`config.mk`:
```
export PLATFORM = sky130hd
export DESIGN_NAME = multdiv_sequencer_flat
export DESIGN_NICKNAME = d
export VERILOG_FILES = /design/src/rtl/multdiv_sequencer_if.sv /design/src/rtl/multdiv_sequencer.sv /design/src/flat_wrapper.sv
export SDC_FILE = /design/constraint.sdc
export NUM_CORES = 1
export LEC_CHECK = 0
export BUFFER_PORTS_ARGS = -buffer_cell sky130_fd_sc_hd__buf_4
export CELL_PAD_IN_SITES_DETAIL_PLACEMENT = 1
export CELL_PAD_IN_SITES_GLOBAL_PLACEMENT = 1
export CORE_ASPECT_RATIO = 0.8
export CORE_MARGIN = 5
export CORE_UTILIZATION = 35
export DETAILED_ROUTE_END_ITERATION = 6
export HOLD_SLACK_MARGIN = 0.08
export PLACE_DENSITY = 0.83
export SETUP_SLACK_MARGIN = 0.15
export SLEW_MARGIN = 25
export SYNTH_ARGS = -nofsm -noshare
export SYNTH_HDL_FRONTEND = slang
export SYNTH_SLANG_ARGS = --single-unit
```
`constraint.sdc`:
```
create_clock -name clock -period 1.9 [get_ports clock]
set_input_delay 0.095 -clock clock [delete_from_list [all_inputs] [get_ports clock]]
set_output_delay 0.095 -clock clock [all_outputs]
set_load 0.02 [all_outputs]
```
`src/rtl/multdiv_sequencer_if.sv`:
```
// Handshake and datapath-control bundle between the pipeline and the
// multiply/divide sequencer; master = pipeline side, slave = sequencer.
interface multdiv_sequencer_if #(
    parameter int CNT_W = 6
);
    logic             ctrl_MULT;
    logic             ctrl_DIV;
    logic             divisor_zero;
    logic             dp_load;
    logic             dp_step;
    logic             dp_is_div;
    logic             busy;
    logic [CNT_W-1:0] count;
    logic             data_resultRDY;
    logic             data_exception;

    modport master (
        output ctrl_MULT,
        output ctrl_DIV,
        output divisor_zero,
        input  dp_load,
        input  dp_step,
        input  dp_is_div,
        input  busy,
        input  count,
        input  data_resultRDY,
        input  data_exception
    );

    modport slave (
        input  ctrl_MULT,
        input  ctrl_DIV,
        input  divisor_zero,
        output dp_load,
        output dp_step,
        output dp_is_div,
        output busy,
        output count,
        output data_resultRDY,
        output data_exception
    );
endinterface

```
`src/rtl/multdiv_sequencer.sv`:
```
// Control FSM for the multi-cycle multiply/divide datapath: LOAD, N steps, DONE.
// Optional MULTDIV_DIV0_FAST_EN: divide-by-zero skips the step cycles entirely.
module multdiv_sequencer #(
    parameter int CNT_W       = 6,
    parameter int MULT_CYCLES = 32,
    parameter int DIV_CYCLES  = 32
) (
    input  logic                clock,
    input  logic                clr,
    multdiv_sequencer_if.slave  bus
);

    typedef enum logic [1:0] {
        IDLE = 2'd0,
        LOAD = 2'd1,
        RUN  = 2'd2,
        DONE = 2'd3
    } state_t;

    localparam logic [CNT_W-1:0] MULT_LAST = CNT_W'(MULT_CYCLES - 1);
    localparam logic [CNT_W-1:0] DIV_LAST  = CNT_W'(DIV_CYCLES - 1);

    state_t           state;
    state_t           state_next;
    logic [CNT_W-1:0] count;
    logic             is_div;
    logic             div0;

    logic             start;
    logic             start_div;
    logic [CNT_W-1:0] last;
    logic             step_last;
    logic             fast_div0;

    // Start decode: multiply wins when both pulses arrive together.
    always_comb begin
        start     = bus.ctrl_MULT | bus.ctrl_DIV;
        start_div = bus.ctrl_DIV & ~bus.ctrl_MULT;
        last      = is_div ? DIV_LAST : MULT_LAST;
        step_last = (count == last);
`ifdef MULTDIV_DIV0_FAST_EN
        fast_div0 = is_div & bus.divisor_zero;
`else
        fast_div0 = 1'b0;
`endif
    end

    // State register.
    always_ff @(posedge clock) begin
        if (clr) begin
            state <= IDLE;
        end else begin
            state <= state_next;
        end
    end

    // Next-state logic; starts seen in LOAD or RUN are dropped.
    always_comb begin
        state_next = state;
        unique case (state)
            IDLE: begin
                if (start) state_next = LOAD;
            end
            LOAD: begin
                state_next = fast_div0 ? DONE : RUN;
            end
            RUN: begin
                if (step_last) state_next = DONE;
            end
            DONE: begin
                state_next = start ? LOAD : IDLE;
            end
            default: state_next = IDLE;
        endcase
    end

    // Step counter, op select and divide-by-zero latch.
    always_ff @(posedge clock) begin
        if (clr) begin
            count  <= '0;
            is_div <= 1'b0;
            div0   <= 1'b0;
        end else begin
            unique case (state)
                IDLE, DONE: begin
                    if (start) is_div <= start_div;
                end
                LOAD: begin
                    count <= '0;
                    div0  <= bus.divisor_zero & is_div;
                end
                RUN: begin
                    count <= step_last ? '0 : count + 1'b1;
                end
                default: begin
                    count <= '0;
                end
            endcase
        end
    end

    // Outputs decoded purely from the registered state.
    always_comb begin
        bus.dp_load        = (state == LOAD);
        bus.dp_step        = (state == RUN);
        bus.busy           = (state == LOAD) | (state == RUN);
        bus.data_resultRDY = (state == DONE);
        bus.data_exception = (state == DONE) & div0;
        bus.dp_is_div      = is_div;
        bus.count          = count;
    end

endmodule

```
`src/flat_wrapper.sv`:
```
// flat-port wrapper written by rule: the top's interface ports become plain ports
module multdiv_sequencer_flat 
#(
    parameter int CNT_W       = 6,
    parameter int MULT_CYCLES = 32,
    parameter int DIV_CYCLES  = 32
)
  (clock, clr, bus_ctrl_MULT, bus_ctrl_DIV, bus_divisor_zero, bus_dp_load, bus_dp_step, bus_dp_is_div, bus_busy, bus_count, bus_data_resultRDY, bus_data_exception);
  multdiv_sequencer_if #(.CNT_W(CNT_W)) bus_i ();
  input  logic clock;
  input  logic clr;
  input wire logic [$bits(bus_i.ctrl_MULT)-1:0] bus_ctrl_MULT;
  input wire logic [$bits(bus_i.ctrl_DIV)-1:0] bus_ctrl_DIV;
  input wire logic [$bits(bus_i.divisor_zero)-1:0] bus_divisor_zero;
  output wire logic [$bits(bus_i.dp_load)-1:0] bus_dp_load;
  output wire logic [$bits(bus_i.dp_step)-1:0] bus_dp_step;
  output wire logic [$bits(bus_i.dp_is_div)-1:0] bus_dp_is_div;
  output wire logic [$bits(bus_i.busy)-1:0] bus_busy;
  output wire logic [$bits(bus_i.count)-1:0] bus_count;
  output wire logic [$bits(bus_i.data_resultRDY)-1:0] bus_data_resultRDY;
  output wire logic [$bits(bus_i.data_exception)-1:0] bus_data_exception;
  assign bus_i.ctrl_MULT = bus_ctrl_MULT;
  assign bus_i.ctrl_DIV = bus_ctrl_DIV;
  assign bus_i.divisor_zero = bus_divisor_zero;
  assign bus_dp_load = bus_i.dp_load;
  assign bus_dp_step = bus_i.dp_step;
  assign bus_dp_is_div = bus_i.dp_is_div;
  assign bus_busy = bus_i.busy;
  assign bus_count = bus_i.count;
  assign bus_data_resultRDY = bus_i.data_resultRDY;
  assign bus_data_exception = bus_i.data_exception;
  multdiv_sequencer #(.CNT_W(CNT_W), .MULT_CYCLES(MULT_CYCLES), .DIV_CYCLES(DIV_CYCLES)) u_core (.clock(clock), .clr(clr), .bus(bus_i));
endmodule
```
==> flow_summary.toml, run 1 <==
[critical_path]
cp-end-kind = "register"
worst_ep_required_time_ns = 2.05
reg2reg_path_depth = 5
rr_endpoint = "u_core.state[0]$_SDFFE_PP0P_"
worst-r2r-setup-slack_ns = 0.26
rr_startpoint = "u_core.state[0]$_SDFFE_PP0P_"
crit_path_max_fanout = 9
cp-start-kind = "register"
worst_ep_arrival_time_ns = 1.80
crit_type = "reg2reg"

[sta]
timing.clock.skew_ns = 0.0009331
relative_slew_slack_pct = 68.55
setup_slack_ns = 0.2558
slew_viol_final = 0
finalHoldViolCount = 0
fin_tns_setup_ns = 0
rsz0062_at_grt = "false"
fmaxAchievable_mhz = 608.2
setup_viol_count_final = 0
timing.final.crit_period_ns = 1.644
post-route-period-util_pct = 86.54
worstMarginPinSlew_ns = 0.4668

[logic_synthesis]
avgSynthCellArea_um2 = 9.130
cells_taking_the_most_area_after_synthesis = "dfxtp_1 34%, ha_1 13%, a221oi_2 5.1%, a21oi_1 4.3%, buf_6 3.9%"
synth.cells.most_frequent = "10 x dfxtp_1, 6 x ha_1, 5 x a21oi_1, 5 x inv_1, 4 x nand3_1"
post_synth_instance_area_um2 = 584.3
synthArstFlopShare_pct = 0
post_synth_inst_count = 64
synthMostInstantiatedCell = "dfxtp_1"
synth.net_count = 75
yosysTopAreaCell = "dfxtp_1"
synth.yosys.seq_area_share_pct = 34.26
yosysTopAreaCellShare_pct = 34.26
yosysWarnings = 0
post_synth_num_cell_types = 27
ys_seq_elements = 10
top_reg_cell_synth = "dfxtp_1"
synth_edf_count = 0

[route]
routed-via-count = 577
dr.first_iter.drc_count = 5
route.detailed.drc = 0
dr.pass1.iters = 4
drt.antenna.violating_nets = 0
avgRoutedWirePerCell_um = 15.79
route.detailed.vias_per_inst = 5.294
detail_route.wirelength_um = 1721

[clock_tree]
clock_transition_time_at_the_flip_flop_clock_pins_of_the_worst_setup_and_hold_paths_ns = 0.06
htreeDepth = 1
cts_tree = "done"
clock_insertion_delay_worst_skew_ns = 0.27
cts-root-to-sink-buffers = 2
cts_made_buffers = 3
clock_sinks = 10
clock_tree.root_cell = "clkbuf_4"

[finish]
design.final.nets = 99
diodes = 0
area_growth_syn_to_layout_pct = 39.40
post-route-util_pct = 50.58
drive_gt1_share_pct = 34.48
fin_cells = 109

[placed_design]
numPlacedInstances = 101
place.detailed.hpwl_um = 1168
place_ws_ns = 0.08070
gp_congestion = 0.7721
numPortBuffers = 16

[min_path]
hp-start = "clr"
hold_path.class = "in2reg"
holdPathEnd = "u_core.bus.count[1]$_SDFFE_PP0P_"
worst_hold_path.num_cells = 2

[power_and_ir_drop]
p_per_area_nw_per_um2 = 1507
vdd_ir_drop_max_mv = 0.8056
total_leakage_power_nw = 0.3366

[global_route]
gr-total-overflow = 0
track_usage_pct = 13.82
grt_max_degree = 15
antenna_violations_before_repair = 0
wire_length_of_the_first_global_routing_pass_um = 2684
grt_pass1_vias = 588

[die]
die_x_um = 55.68
rows = 13
floorplan.die.height_um = 46.55
design.die.area_um2 = 2592
start_util_pct = 36.29
ioPinCount = 17
coreArea_um2 = 1610

[flow_run]
timing.max_cap.violations = 0

[outcome]
outcome = "finished, final reports clean"
## what timing repair did
item,CTS,global route
hold endpoints to repair,1,0
pin swaps,0,2
buffers inserted,0,3
resized for setup,2,3
endpoints found under the setup margin,2,2
hold buffers,1,0
## worst max-delay path by stage
stage | from | end | slack (ns) | cells after the start
floorplan | u_core.state[0]$_SDFFE_PP0P_ | u_core.bus.count[5]$_SDFFE_PP0P_ | 0.17 | 6
global placement | u_core.state[1]$_SDFFE_PP0P_ | u_core.bus.count[5]$_SDFFE_PP0P_ | 0.15 | 5
detailed placement | u_core.state[1]$_SDFFE_PP0P_ | u_core.bus.count[5]$_SDFFE_PP0P_ | 0.08 | 5
CTS | u_core.state[1]$_SDFFE_PP0P_ | u_core.bus.count[5]$_SDFFE_PP0P_ | 0.17 | 5
global route | u_core.state[0]$_SDFFE_PP0P_ | u_core.state[0]$_SDFFE_PP0P_ | 0.13 | 5
finish | u_core.state[0]$_SDFFE_PP0P_ | u_core.state[0]$_SDFFE_PP0P_ | 0.26 | 5
## cell families after synthesis
kind of cell,synth area share [%]
buffers and inverters,7.066
AO/OA/AOI/OAI,20.77
adder cells (fa/ha/maj),12.85
XOR/XNOR,1.499
AND/OR/NAND/NOR,19.92
multiplexers,3.640
flip-flops,34.26
## stage by stage
stage | total power, mW | area, um^2 | hold slack [ns]
after floorplan | 0.6995 | 586.8 | 0.1943
after global placement | 0.8360 | 719.4 | 0.3021
after detailed placement | 0.8710 | 719.4 | 0.3057
after CTS | 1.106 | 778.2 | 0.09684
after global routing | 1.319 | 814.5 | 0.09365
final | 1.227 | 814.5 | 0.1022
## state kept, by name, summed over array words and instances, names as in the netlist
| name | cells |
|---|---|
| u_core.state | 2 |
| u_core.bus.count | 6 |
| u_core.bus.dp_is_div | 1 |
| u_core.div0 | 1 |
## layout make-up
cell class                      count  area (um^2)
Fill cell                         195        795.8
Multi-Input combinational cell     47        369.1
Sequential cell                    10        202.7
Timing Repair Buffer               21        160.2
Clock buffer                        4        36.28
Tap cell                           22        27.53
Inverter                            5        18.77
## critical path, stage by stage, from the launching register on
cell and delay [ns]:
dfxtp_2 0.36, inv_1 0.12, ha_2 0.28, a21boi_1 0.18, a221oi_4 0.24, mux2_1 0.35
## where the power goes
part / total, mW / internal (mW) / leakage (nW) / switching (mW)
logic: 0.750 / 0.362 / 0.234 / 0.388
clock network: 0.192 / 0.117 / 0.0210 / 0.0752
registers: 0.286 / 0.248 / 0.0818 / 0.0377
total: 1.23 / 0.727 / 0.337 / 0.501
## per-layer routing
layer | track usage (%) | wire length [um]
met1 | 15.68 | 751
met2 | 23.58 | 879
met3 | 6.443 | 79
met4 | 4.369 | 10
met5 | 0 | 0
## cells in the final DEF (no fill, tap or decap), drive strengths merged, types with 2 or more instances in the layout
master / n
buf: 20
dfxtp: 10
o21ai: 3
clkbuf: 4
a21oi: 5
nand3: 4
ha: 6
inv: 5
nand2b: 3
or3: 2
a211oi: 2
nand2: 3
a221oi: 2
nor2: 3
(Power assumes the default switching activity.)
==> run 2: changes to the inputs <==
RECOVER_POWER = 25   (was unset)
==> run 2 against run 1 <==
Against the previous run: worst setup slack worse by 0.016 ns; sequential power about the same; first-iteration DRC count up 100%; final area down 2.3%; clock power about the same; core utilization down 1.2 points; combinational power down 0.8%; count of clock-buffer cells in the layout unchanged; clock skew about the same; worst hold slack about the same; maximum frequency down 0.97%; sequential share of layout area up 0.59 points; largest cell class unchanged.
==> flow_summary.toml, run 2 (synthesis gave the netlist of run 1 again) <==
[route]
route.detailed.drc = 0
detail_route.wirelength_um = 1742
avgRoutedWirePerCell_um = 15.98
route.detailed.vias_per_inst = 5.330
routed-via-count = 581
dr.first_iter.drc_count = 10
drt.antenna.violating_nets = 0
dr.pass1.iters = 2

[power_and_ir_drop]
internal_power_uw = 718.8
p_per_area_nw_per_um2 = 1535
combinational_group_share_of_total_power_pct = 60.9
seq_power_share_pct = 23.4
p_sw_uw = 502.8
fin_total_pwr_mw = 1.222
swShare_pct = 41.16
clkPwrFrac_pct = 15.7
total_leakage_power_nw = 0.3154
vdd_ir_drop_max_mv = 0.8032

[finish]
diodes = 0
layout.filler_cells = 196
final_cell_mix = "15 x buf_4, 8 x dfxtp_1, 5 x inv_1, 5 x a21oi_1, 5 x clkbuf_1"
largest_reg_flops = 6
reg_top3 = "u_core.bus.count x6, u_core.state x2"
layout_commonest_cell = "buf_4"
design.final.nets = 99
area_growth_syn_to_layout_pct = 36.19
registers.top_by_ff_count = "u_core.bus.count"
drive_gt1_share_pct = 28.74

[placed_design]
gp_congestion = 0.7721
numPortBuffers = 16
place.detailed.hpwl_um = 1168

[critical_path]
worst-r2r-setup-slack_ns = 0.24
crit_type = "reg2reg"
crit_path_max_fanout = 9
slowest_delay_ns = 0.37
worst_ep_required_time_ns = 2.05
cp-end-kind = "register"
path_cells = "inv_1 > ha_2 > a21boi_1 > a221oi_4 > mux2_1"
cp-start-kind = "register"
cp_max_delay_cell = "dfxtp_2"
worst_ep_arrival_time_ns = 1.81

[clock_tree]
clock_insertion_delay_worst_skew_ns = 0.27
clock_transition_time_at_the_flip_flop_clock_pins_of_the_worst_setup_and_hold_paths_ns = 0.06
clock_sinks = 10
clock_tree.root_cell = "clkbuf_4"
cts-root-to-sink-buffers = 2
cts_tree = "done"
cts_made_buffers = 3
htreeDepth = 1

[global_route]
grt_pass1_vias = 588
track_usage_pct = 13.82
grt_max_degree = 15
gr-total-overflow = 0
wire_length_of_the_first_global_routing_pass_um = 2684
antenna_violations_before_repair = 0

[sta]
post-route-period-util_pct = 87.38
rsz0062_at_grt = "false"
slew_viol_final = 0
fmaxAchievable_mhz = 602.3
worstMarginPinSlew_ns = 0.4498
relative_slew_slack_pct = 69.69
timing.final.crit_period_ns = 1.660
fin_tns_setup_ns = 0
setup_viol_count_final = 0
finalHoldViolCount = 0
timing.clock.skew_ns = 0.0009334

[min_path]
hold_path.class = "in2reg"

[outcome]
outcome = "finished, final reports clean"

[die]
design.die.area_um2 = 2592
rows = 13
ioPinCount = 17
floorplan.die.height_um = 46.55
coreArea_um2 = 1610
die_x_um = 55.68
start_util_pct = 36.29

[flow_run]
timing.max_cap.violations = 0
-- run 2: cell count changes in the layout (fill, tap and decap cells not counted), sizes merged --
cell and change:
buf -5, clkbuf +5
-- run 2: final timing paths --
| kind | startpoint | to | cells after the start |
|---|---|---|---|
| worst max register to register | u_core.state[0]$_SDFFE_PP0P_ | u_core.state[0]$_SDFFE_PP0P_ | 5 |
| worst min-delay path | clr | u_core.bus.count[1]$_SDFFE_PP0P_ | 2 |
| worst min register to register | u_core.div0$_SDFFE_PP0P_ | u_core.div0$_SDFFE_PP0P_ | 2 |
| worst max-delay path | u_core.state[0]$_SDFFE_PP0P_ | u_core.state[0]$_SDFFE_PP0P_ | 5 |
-- run 2: power by group through the flow --
stage / Clock, mW / Sequential [mW] / Combinational (mW)
floorplan: 0 / 0.288 / 0.411
global placement: 0 / 0.283 / 0.553
detailed placement: 0 / 0.286 / 0.585
CTS: 0.196 / 0.282 / 0.628
global route: 0.214 / 0.292 / 0.804
finish: 0.191 / 0.286 / 0.744
-- run 2: area by class of cell --
class | count | area, um^2 | area share, %
repair buffers | 21 | 141.4 | 17.77
inverters | 5 | 18.77 | 2.358
well taps | 22 | 27.53 | 3.459
flip-flops and latches | 10 | 202.7 | 25.47
clock buffers | 4 | 36.28 | 4.560
multi-input cells | 47 | 369.1 | 46.38
-- run 2: repair_timing --
action,4_1_cts,5_1_grt
setup buffers,0,3
gates resized for setup,2,3
endpoints found under the setup margin,2,2
pin swaps,0,2
hold buffers,1,0
hold endpoints to repair,1,0
gates cloned,0,0
-- run 2: through the flow --
| step | std cells | worst slack, ns | util [%] | hold slack [ns] | instance area, um^2 |
|---|---|---|---|---|---|
| final | 109 | 0.2397 | 49.42 | 0.1020 | 795.8 |
| after global routing | 109 | 0.1265 | 49.42 | 0.09365 | 795.8 |
| after CTS | 106 | 0.1672 | 48.33 | 0.09684 | 778.2 |
| after detailed placement | 101 | 0.08070 | 44.68 | 0.3057 | 719.4 |
| after global placement | 101 | 0.1507 | 44.68 | 0.3021 | 719.4 |
| after floorplan | 64 | 0.1696 | - | 0.1943 | 586.8 |
-- run 2: critical path: cells and delay by family, from the launching register on --
kind	cells	cell delay [ns]
compound gates	2	0.43
flops	1	0.37
buf+inv	1	0.12
fa+ha+maj	1	0.28
mux	1	0.35
-- run 2: metal layers --
metal  vias up  wire (um)  share of wire (%)  GRT usage, %
met1       294        772                 44         15.68
met5         -          0                  0             0
met3         2         72                4.1         6.443
met4         0         10               0.57         4.369
met2         9        886                 51         23.58
li1        276          -                  -             -
